$ cat src/rtl/pic_ctrl.sv
// pic_ctrl: priority interrupt controller; define PIC_OVERRUN_EN to add sticky per-source overrun flags (ovr).
module pic_ctrl #(
  parameter int N_SRC = 8,
  parameter int IDX_W = 3
) (
  input  logic             clk,
  input  logic             rst_n,
  input  logic [N_SRC-1:0] irq,
  input  logic             cfg_we,
  input  logic [IDX_W-1:0] cfg_idx,
  input  logic [7:0]       cfg_wdata,
  input  logic             int_ack,
  output logic [7:0]       pic_out,
  output logic             ack_err
`ifdef PIC_OVERRUN_EN
  ,
  output logic [N_SRC-1:0] ovr
`endif
);
  logic [N_SRC-1:0]      en, en_nxt, pend, pend_nxt, irq_q, edg, cfg_hit, ack_hit;
  logic [N_SRC-1:0][2:0] pri, pri_nxt;
  logic [N_SRC-1:0][3:0] vec, vec_nxt;
  logic [IDX_W-1:0]      win_idx, best_idx;
  logic [2:0]            best_pri;
  logic [3:0]            best_vec;
  logic                  found, ack_ok;
  assign edg    = irq & ~irq_q;
  assign ack_ok = int_ack & pic_out[7];
  // a disabling write beats a new edge, which in turn beats the ack retiring it
  always_comb begin
    for (int i = 0; i < N_SRC; i++) begin
      cfg_hit[i]  = cfg_we && cfg_idx == IDX_W'(i);
      ack_hit[i]  = ack_ok && win_idx == IDX_W'(i);
      en_nxt[i]   = cfg_hit[i] ? cfg_wdata[7] : en[i];
      pri_nxt[i]  = cfg_hit[i] ? cfg_wdata[6:4] : pri[i];
      vec_nxt[i]  = cfg_hit[i] ? cfg_wdata[3:0] : vec[i];
      pend_nxt[i] = (cfg_hit[i] && !cfg_wdata[7]) ? 1'b0 :
                    (en[i] && edg[i]) ? 1'b1 :
                    ack_hit[i] ? 1'b0 : pend[i];
    end
  end
  // strict compare while scanning upward keeps ties on the lowest index
  always_comb begin
    found    = 1'b0;
    best_pri = '0;
    best_vec = '0;
    best_idx = '0;
    for (int i = 0; i < N_SRC; i++)
      if (pend_nxt[i] && (!found || pri_nxt[i] > best_pri)) begin
        found    = 1'b1;
        best_pri = pri_nxt[i];
        best_vec = vec_nxt[i];
        best_idx = IDX_W'(i);
      end
  end
  always_ff @(posedge clk) begin
    if (!rst_n) begin
      en      <= '0;
      pri     <= '0;
      vec     <= '0;
      pend    <= '0;
      irq_q   <= '0;
      win_idx <= '0;
      pic_out <= 8'h00;
      ack_err <= 1'b0;
    end else begin
      en      <= en_nxt;
      pri     <= pri_nxt;
      vec     <= vec_nxt;
      pend    <= pend_nxt;
      irq_q   <= irq;
      win_idx <= best_idx;
      pic_out <= found ? {1'b1, best_pri, best_vec} : 8'h00;
      ack_err <= int_ack & ~pic_out[7];
    end
  end
`ifdef PIC_OVERRUN_EN
  always_ff @(posedge clk) begin
    if (!rst_n) ovr <= '0;
    else
      for (int i = 0; i < N_SRC; i++)
        if (cfg_hit[i]) ovr[i] <= 1'b0;
        else if (edg[i] && pend[i] && !ack_hit[i]) ovr[i] <= 1'b1;
  end
`endif
endmodule

$ cat config.mk
export PLATFORM = sky130hd
export DESIGN_NAME = pic_ctrl
export DESIGN_NICKNAME = d
export VERILOG_FILES = /design/src/rtl/pic_ctrl.sv
export SDC_FILE = /design/constraint.sdc
export NUM_CORES = 1
export LEC_CHECK = 0
export CAP_MARGIN = 20
export CORE_ASPECT_RATIO = 0.8
export CORE_MARGIN = 5
export CORE_UTILIZATION = 61
export CTS_BUF_LIST = sky130_fd_sc_hd__clkbuf_4
export DETAILED_ROUTE_END_ITERATION = 10
export HOLD_SLACK_MARGIN = 0.08
export PLACE_DENSITY_LB_ADDON = 0.15
export REMOVE_ABC_BUFFERS = 1
export SYNTH_ARGS = -nofsm -noshare
export SYNTH_HDL_FRONTEND = slang
export SYNTH_SLANG_ARGS = --single-unit
$ cat constraint.sdc
create_clock -name clk -period 18.9 [get_ports clk]
set_clock_uncertainty 0.2 [all_clocks]
set_input_delay 3.78 -clock clk [delete_from_list [all_inputs] [get_ports clk]]
set_output_delay 3.78 -clock clk [all_outputs]
set_load 0.005 [all_outputs]
==> flow_summary.json <==
{
  "outcome": "complete, no violations",
  "antenna_found_initial": 0,
  "wirelength_um": 11300,
  "dieWidth_um": 110,
  "rows": 29,
  "drtPass1Iterations": 5,
  "clk_pin_slew_ns": 0.14,
  "hold_ws_ns": 0.305,
  "insertedDiodeCount": 0,
  "clock.fmax_mhz": 56.7,
  "grt_start_max_net_pins": 41,
  "yosysTopAreaCell": "dfxtp_1",
  "hold_depth": 2,
  "synth-compound-area-share": 0.185,
  "cp_max_fo": 18,
  "synth_top_cell_area_share": 0.379,
  "wl_per_cell_um": 17.2,
  "ys_seq_area_frac": 0.379,
  "cp.arrival_ns": 17.81,
  "synthToLayoutAreaGrowth_pct": 8.71,
  "end_kind": "flip-flop",
  "hp-class": "reg -> reg",
  "cp_common_cell": "o21ai_0",
  "synth_xor_area_frac": 0,
  "setup_viol": 0,
  "post-route-period-util": 0.932,
  "cts-buffers-inserted": 9,
  "drt_iter0_drc": 259,
  "reg2regPathDepth": 56,
  "start_kind": "input port",
  "stdcell_area_um2": 5280,
  "p_leak_uw": 0.00215,
  "route.detailed.drc": 0,
  "finalMaxSlewViolations": 0,
  "dieArea_um2": 9850,
  "synth_edf_count": 0,
  "h-tree-depth": 3,
  "worstSetupPathType": "in -> reg",
  "via_per_inst": 5.97,
  "clockBufferDepth": 2,
  "synthDistinctLibCells": 72,
  "ys_async_sr_fraction": 0,
  "synth-adder-area-share": 0.0541,
  "grt_overflow": 0,
  "cts_tree": "built",
  "multi_input_area_um2": 2770,
  "core_area_um2": 7840,
  "placed_area_um2": 5150,
  "cts_root_buf": "clkbuf_4",
  "timing_hold_violations_final": 0,
  "yosysMostFrequentCell": "dfxtp_1",
  "yosys.area_share.simple": 0.207,
  "cp_data_required_time_ns": 19.09,
  "period_needed_ns": 17.62,
  "worst_pin_slew_ns": 1.08,
  "place.gp.congestion": 0.880,
  "cap_violations": 0,
  "crit_slowest_cell": "a32oi_1",
  "power.density_nw_per_um2": 83.0,
  "seq_area_um2": 1840,
  "via_count": 3915,
  "cts_resized": 0,
  "syn_inst": 529,
  "avgSynthCellArea_um2": 9.18,
  "power_uw": 438,
  "die_y_um": 89.8,
  "final_nets": 587,
  "insertion_delay_ns": 0.45,
  "grt_pass1_vias": 3744,
  "drive_above_1_share": 0.111,
  "ctsHoldBuffers": 0,
  "ys_ff_latch": 92,
  "grt_pass1_wl_um": 18800,
  "start_util": 0.619,
  "nFillCells": 690,
  "netlist_area_um2": 4850,
  "yosys_warnings": 0,
  "antenna_left": 0,
  "track_usage": 0.238,
  "synth_flop_cell": "dfxtp_1",
  "vdd_drop_max_v": 0.0000436,
  "tns_ns": 0,
  "grt_setup_unrepaired": "no",
  "synth_top_family_by_area": "simple AND/OR/NAND/NOR gates",
  "synth_area_leaders": "dfxtp_1 38%, mux2i_1 9.3%, nor2_1 6.3%",
  "hpwl_um": 8330,
  "portBuffers": 31,
  "slew_headroom": 0.282,
  "post-cts-setup-buffers": 0,
  "io_pins": 32,
  "cpPeakStageDelay_ns": 0.81,
  "synthTopCellsByCount": "92 x dfxtp_1, 82 x nor2_1, 45 x mux2i_1",
  "clock-sinks": 92,
  "synth_mux_area_frac": 0.124
}
## final cells by class
| type | count | area share |
|---|---|---|
| multi-input cells | 388 | 0.526 |
| flip-flops and latches | 92 | 0.349 |
| clock buffers | 9 | 0.0128 |
| clock inverters | 7 | 0.0111 |
| well taps | 108 | 0.0256 |
| repair buffers | 34 | 0.0631 |
| inverters | 18 | 0.0128 |
## through the flow
stage,cells,worst slack (ns),utilization
after floorplan,498,2.95,-
after global placement,640,1.61,0.657
after detailed placement,640,1.01,0.657
after CTS,656,1.47,0.673
after global routing,656,0.143,0.673
final,656,1.28,0.673
## where the power goes
part	internal, uW	switching (uW)	leakage (uW)
logic	60.2	72.4	0.00134
registers	201	4.19	0.000747
clock network	29.0	71.0	0.0000624
total	290	148	0.00215
## kinds of logic after synthesis
family | Yosys count
muxes | 58
adders and majority gates | 21
DFF | 92
and+or+nand+nor | 188
AOI/OAI and AO/OA | 121
buffers and inverters | 49
## worst paths after layout
kind                            slack (ns)                  start                    end
worst max-delay path                  1.28             cfg_idx[0]  pic_out[1]$_SDFF_PN0_
worst min-delay path                  0.30      pri[0]$_SDFF_PN0_      pri[0]$_SDFF_PN0_
worst max register to register        5.10  pic_out[7]$_SDFF_PN0_  pic_out[1]$_SDFF_PN0_
worst min register to register        0.30      pri[0]$_SDFF_PN0_      pri[0]$_SDFF_PN0_
## worst max-delay path, delay by kind of cell
| family | cells | cell delay (ns) |
|---|---|---|
| buffers and inverters | 2 | 0.97 |
| AO/OA/AOI/OAI | 32 | 8.07 |
| AND/OR/NAND/NOR | 14 | 2.51 |
| multiplexers | 1 | 0.38 |
| adder cells (fa/ha/maj) | 7 | 2.07 |
## per-layer routing
layer | up-vias | GRT usage | wire [um]
met5 | - | 0 | 0
met1 | 1854 | 0.333 | 5250
li1 | 1912 | - | -
met4 | 0 | 0.0758 | 202
met2 | 127 | 0.369 | 5130
met3 | 22 | 0.0430 | 703
## cells in the final DEF (no fill, tap or decap), types with 6 or more instances in the layout
cell type	synthesis	routed
nand3_1	12	12
a31oi_1	6	6
a21oi_1	21	21
nor2_1	82	82
o21ai_1	6	6
a21o_1	6	6
mux2_2	12	12
o21ai_0	20	20
o21a_1	9	9
nor2b_1	12	12
clkbuf_4	0	9
ha_1	21	21
clkdlybuf4s50_1	0	31
mux2i_1	45	45
and2_1	28	28
nand2_1	12	12
inv_1	16	16
dfxtp_1	92	92
nand3b_1	6	6
## registers in the layout, indices dropped and copies added, names as in the netlist
register	cells
vec	32
irq_q	8
win_idx	3
pic_out	8
pend	8
pri	24
ack_err	1
en	8
Power figures use the tool's default switching activity.
==> variant 1 (same settings) <==
Register the input `irq` before use. The logic sees it one clock later. The other inputs are not delayed to match.
--- a/src/rtl/pic_ctrl.sv
+++ b/src/rtl/pic_ctrl.sv
@@ -17,6 +17,13 @@
   output logic [N_SRC-1:0] ovr
 `endif
 );
+
+  logic [N_SRC-1:0] irq_r;
+
+  always_ff @(posedge clk) begin
+    irq_r <= irq;
+  end
+
   logic [N_SRC-1:0]      en, en_nxt, pend, pend_nxt, irq_q, edg, cfg_hit, ack_hit;
   logic [N_SRC-1:0][2:0] pri, pri_nxt;
   logic [N_SRC-1:0][3:0] vec, vec_nxt;
@@ -24,7 +31,7 @@
   logic [2:0]            best_pri;
   logic [3:0]            best_vec;
   logic                  found, ack_ok;
-  assign edg    = irq & ~irq_q;
+  assign edg    = irq_r & ~irq_q;
   assign ack_ok = int_ack & pic_out[7];
   // a disabling write beats a new edge, which in turn beats the ack retiring it
   always_comb begin
@@ -68,7 +75,7 @@
       pri     <= pri_nxt;
       vec     <= vec_nxt;
       pend    <= pend_nxt;
-      irq_q   <= irq;
+      irq_q   <= irq_r;
       win_idx <= best_idx;
       pic_out <= found ? {1'b1, best_pri, best_vec} : 8'h00;
       ack_err <= int_ack & ~pic_out[7];
Function: changed (a bounded check fails within 4 cycles, from zero or initial values and one cycle with rst_n low).
==> variant 1 against the original RTL <==
- sequential cell count is 8 higher
- synthesized cell count is 5.3% higher
- sequential power is 9% higher
- global-route usage is 0.28 points higher
- count of clock-buffer cells in the layout is 1 higher
- design area is 1.2% higher
- wire length is 2.6% higher
- synthesized area is 0.88% higher
- die area is 0.79% higher
- setup slack better by 1.2 ns
- critical path depth is 4 lower
- total power is 1.6% lower
==> variant 1: results (changes against the original RTL) <==
grt:
  grt_max_degree: 69  # +68%
  met3_usage_pct: 5.874  # +1.6 points
  grt_usage_pct: 24.05  # +0.28 points
  met1_usage_pct: 33.20  # -0.089 points
  grt_antenna_before_repair: 0  # unchanged
  grt_pass1_wl_mm: 18.96  # +1.1%
drt:
  drt-wirelength-per-cell_um: 16.97  # -1.3%
  drt_first_pass_iters: 6  # +1
  drt_iter0_markers: 289  # +12%
  vias: 4058  # +3.7%
worst_setup_path:
  r2r_cells: 51  # -8.9%
  max_stage_delay_ns: 0.88  # +0.07 ns
  crit_slowest_cell: "or4b_2"
  crit_path_start: "cfg_idx[2]"
  critPathArrivalTime_ns: 16.62  # -1.19 ns
  cp_max_fo: 17  # -1
  ff2ff_setup_slack_ns: 5.88  # +0.78 ns
placement:
  place.detailed.hpwl_mm: 8.549  # +2.7%
  globalplace.congestion: 0.9337  # +6.1%
cts:
  insertion_delay_ns: 0.46
  clockRootBuffer: "clkbuf_4"
synthesis:
  synth_common_cells: "dfxtp_1, nor2_1, mux2i_1, a21oi_1, nand2_1"
  synth_cell_type_count: 61  # -15%
  ys_seq_area_share_pct: 40.88  # +2.9 points
  yosys_warnings: 0  # unchanged
cells_and_area:
  final_net_count: 613  # +4.4%
  layout-drive-gt1-share_pct: 6.272  # -4.9 points
status:
  run_status: "completed"
sta:
  whs_ns: 0.2727  # -0.03201 ns
  slew_headroom_pct: 27.38  # -0.86 points
pwr:
  power.leakage_nw: 2.158  # +0.55%
  ir_worst_vdd_mv: 0.06758  # +55%
variant 1: changes by cell type after synthesis, sizes merged, moves of 5 or more:
cell	before	now
and2	30	22
nand2	13	31
a21oi	23	37
nor3	4	10
o22ai	7	2
o21ai	27	20
mux2i	45	38
clkbuf	14	19
dfxtp	92	100
inv	17	26
variant 1: cell families (layout without fill, tap and decap cells):
logic type,Yosys count,after routing,synth area share [%]
and+or+nand+nor,199,199,20.16
AOI/OAI and AO/OA,132,132,18.86
DFF,100,100,40.88
buffers and inverters,58,75,4.905
muxes,47,47,9.836
adders and majority gates,21,21,5.365
variant 1: layer usage:
metal / share of wire [%] / wire length [um]
met1: 47 / 5412
met4: 1.8 / 210
met5: 0 / 0
met2: 45 / 5196
met3: 6.5 / 755
variant 1: how the worst min path moves through the flow:
stage               startpoint       end  cells after the start
finish                irq_r[1]  irq_q[1]                      1
global route            pri[2]    pri[2]                      2
CTS                     vec[2]    vec[2]                      2
detailed placement    irq_r[1]  irq_q[1]                      1
global placement      irq_r[1]  irq_q[1]                      1
floorplan             irq_r[0]  irq_q[0]                      1
variant 1: report_power, final:
group	internal [W]	switching, W	total, W
logic	0.0000464	0.0000617	0.000108
registers	0.000219	0.00000470	0.000224
clock network	0.0000283	0.0000706	0.0000989
total	0.000294	0.000137	0.000431
variant 1: worst max-delay path: cells and delay by family:
kind / cells / cell delay (ns)
compound gates: 30 / 7.38
simple gates: 12 / 2.56
fa+ha+maj: 7 / 1.90
buf+inv: 2 / 0.64
mux: 1 / 0.35
variant 1: final cells by class:
cell class                 count  area (sq um)
clock inverter                 6         40.04
fill                         648          2531
inverter                      26         97.59
tap                          108         135.1
clock buffer                  10         75.07
sequential                   100          2002
timing repair buffer          33         337.8
multi-input combinational    399          2655
variant 1: per-stage QoR:
stage,std cells,area (sq um),utilization (%),setup WS [ns]
floorplan,525,4755,-,4.024
global placement,665,5207,66.14,2.957
detailed placement,665,5207,66.14,2.203
CTS,681,5323,67.60,2.739
global route,682,5343,67.85,1.483
finish,682,5343,67.85,2.463
==> variant 2 (config.mk and constraints unchanged) <==
Made on the original files. The parameter `IDX_W` goes from 3 to 2.
--- a/src/rtl/pic_ctrl.sv
+++ b/src/rtl/pic_ctrl.sv
@@ -1,7 +1,7 @@
 // pic_ctrl: priority interrupt controller; define PIC_OVERRUN_EN to add sticky per-source overrun flags (ovr).
 module pic_ctrl #(
   parameter int N_SRC = 8,
-  parameter int IDX_W = 3
+  parameter int IDX_W = 2
 ) (
   input  logic             clk,
   input  logic             rst_n,
Interface: changed (resized cfg_idx); port bits go from 32 to 31. The function was not compared with the original's and may differ.
==> variant 2 against the original RTL <==
- synthesized cell count is 1.9% higher
- wire length grew 4.8%
- design area decreased by 7.5%
- setup slack gained 0.70 ns
- total power is 15% lower
- global-route usage grew 2.9 points
- fmax is 4.1% higher
- combinational power down 44%
- synthesized area shrank 9.6%
- critical path depth decreased by 3
- first-iteration DRC count grew 73%
- sequential cell count is 5 lower
==> variant 2: results (changes against the original RTL) <==
grt:
  grt_pass1_vias: 3778  # +0.91%
  grt_usage_pct: 26.65  # +2.9 points
  grt_max_degree: 65  # +59%
cells_and_area:
  largest_class: "multi-input gates"
  layout-drive-gt1-share_pct: 5.664  # -5.5 points
  layout.nonclk_buf_share_pct: 6.974  # +0.67 points
  layout.cells.non_filler: 652  # -0.61%
  final_net_count: 603  # +2.7%
  comb.multi_input.count: 406  # +4.6%
  num-nonclk-inverters: 22  # +4
  multi_input_area_sq_um: 2470  # -11%
  multi_input_area_share_pct: 50.62  # -1.9 points
  nClkBuffers: 10  # +1
  clk_share_pct: 2.795  # +0.40 points
  seq_area_sq_um: 1742  # -5.4%
  fillers: 577  # -16%
worst_setup_path:
  critPathArrivalTime_ns: 17.09  # -0.72 ns
  critical_path_class: "in2reg"
  crit_path_start: "cfg_idx[0]"
  crit_slowest_cell: "a32oi_1"
  ff2ff_setup_slack_ns: 5.92  # +0.82 ns
  r2r_cells: 51  # -8.9%
  max_stage_delay_ns: 0.98  # +0.17 ns
  cp_num_cells: 53  # -5.4%
pwr:
  switching_share_pct: 29.33  # -4.4 points
  power.leakage_nw: 1.988  # -7.4%
  powerDensity_nw_per_um2: 76.15  # -8.3%
  ir_worst_vdd_mv: 0.04484  # +3.0%
  sequentialPower_w: 0.000194  # -5%
drt:
  vias: 4145  # +5.9%
  drt_iter0_markers: 448  # +73%
  routed_wl_mm: 11.82  # +4.8%
cts:
  cts_made_buffers: 9  # unchanged
  cts_setup_buffers: 0  # unchanged
status:
  run_status: "completed"
synthesis:
  ys_seq_elements: 87  # -5.4%
  synth_compound_area_share_pct: 23.00  # +4.5 points
  synth_common_cells: "dfxtp_1, nor2_1, a21oi_1, nand2_1, and2_1"
  synthMuxAreaShare_pct: 1.710  # -11 points
  syn_inst: 539  # +1.9%
  synth_cell_type_count: 59  # -18%
  synthTopCellsByArea: "dfxtp_1, a21oi_1, ha_1, nor2_1, and2_1"
  yosys.area_share.adder_pct: 5.985  # +0.57 points
  ys_seq_area_share_pct: 39.67  # +1.7 points
placement:
  pre_cts_ws_ns: 1.987  # +0.9731 ns
  dp_cells: 634  # -0.94%
  port_buffers: 30  # -3.2%
  place.detailed.hpwl_mm: 8.763  # +5.2%
  globalplace.congestion: 0.9961  # +13%
  dpl-instance-area_sq_um: 4718  # -8.4%
worst_hold_path:
  min-delay-start: "pri[23]"
  min_to: "pri[23]"
  hold_class: "reg2reg"
sta:
  slew_headroom_pct: 12.74  # -15 points
  whs_ns: 0.2817  # -0.02299 ns
  clock.fmax_mhz: 59.07  # +4.1%
variant 2: changes by cell type after synthesis, moves of 7 or more:
| cell | delta |
|---|---|
| a21oi_1 | +44 |
| mux2i_1 | -42 |
| nor2b_1 | -7 |
| nor2_1 | -14 |
| nor3_1 | +14 |
| nand2_1 | +44 |
| mux2_2 | -8 |
| and2_1 | +7 |
variant 2: cells by family (layout without fill, tap and decap cells):
| kind of cell | after synthesis | in the layout |
|---|---|---|
| buffers and inverters | 46 | 72 |
| muxes | 7 | 7 |
| and+or+nand+nor | 226 | 226 |
| AOI/OAI and AO/OA | 152 | 152 |
| DFF | 87 | 87 |
| adders and majority gates | 21 | 21 |
variant 2: layer usage:
metal	part of all wire [%]	vias to the layer above	global-route usage, %	wire (um)
met5	0	-	0	0
met4	1.9	0	8.014	224
met3	9.4	27	6.321	1111
met2	43	203	40.17	5054
met1	46	1958	38.01	5428
li1	-	1957	-	-
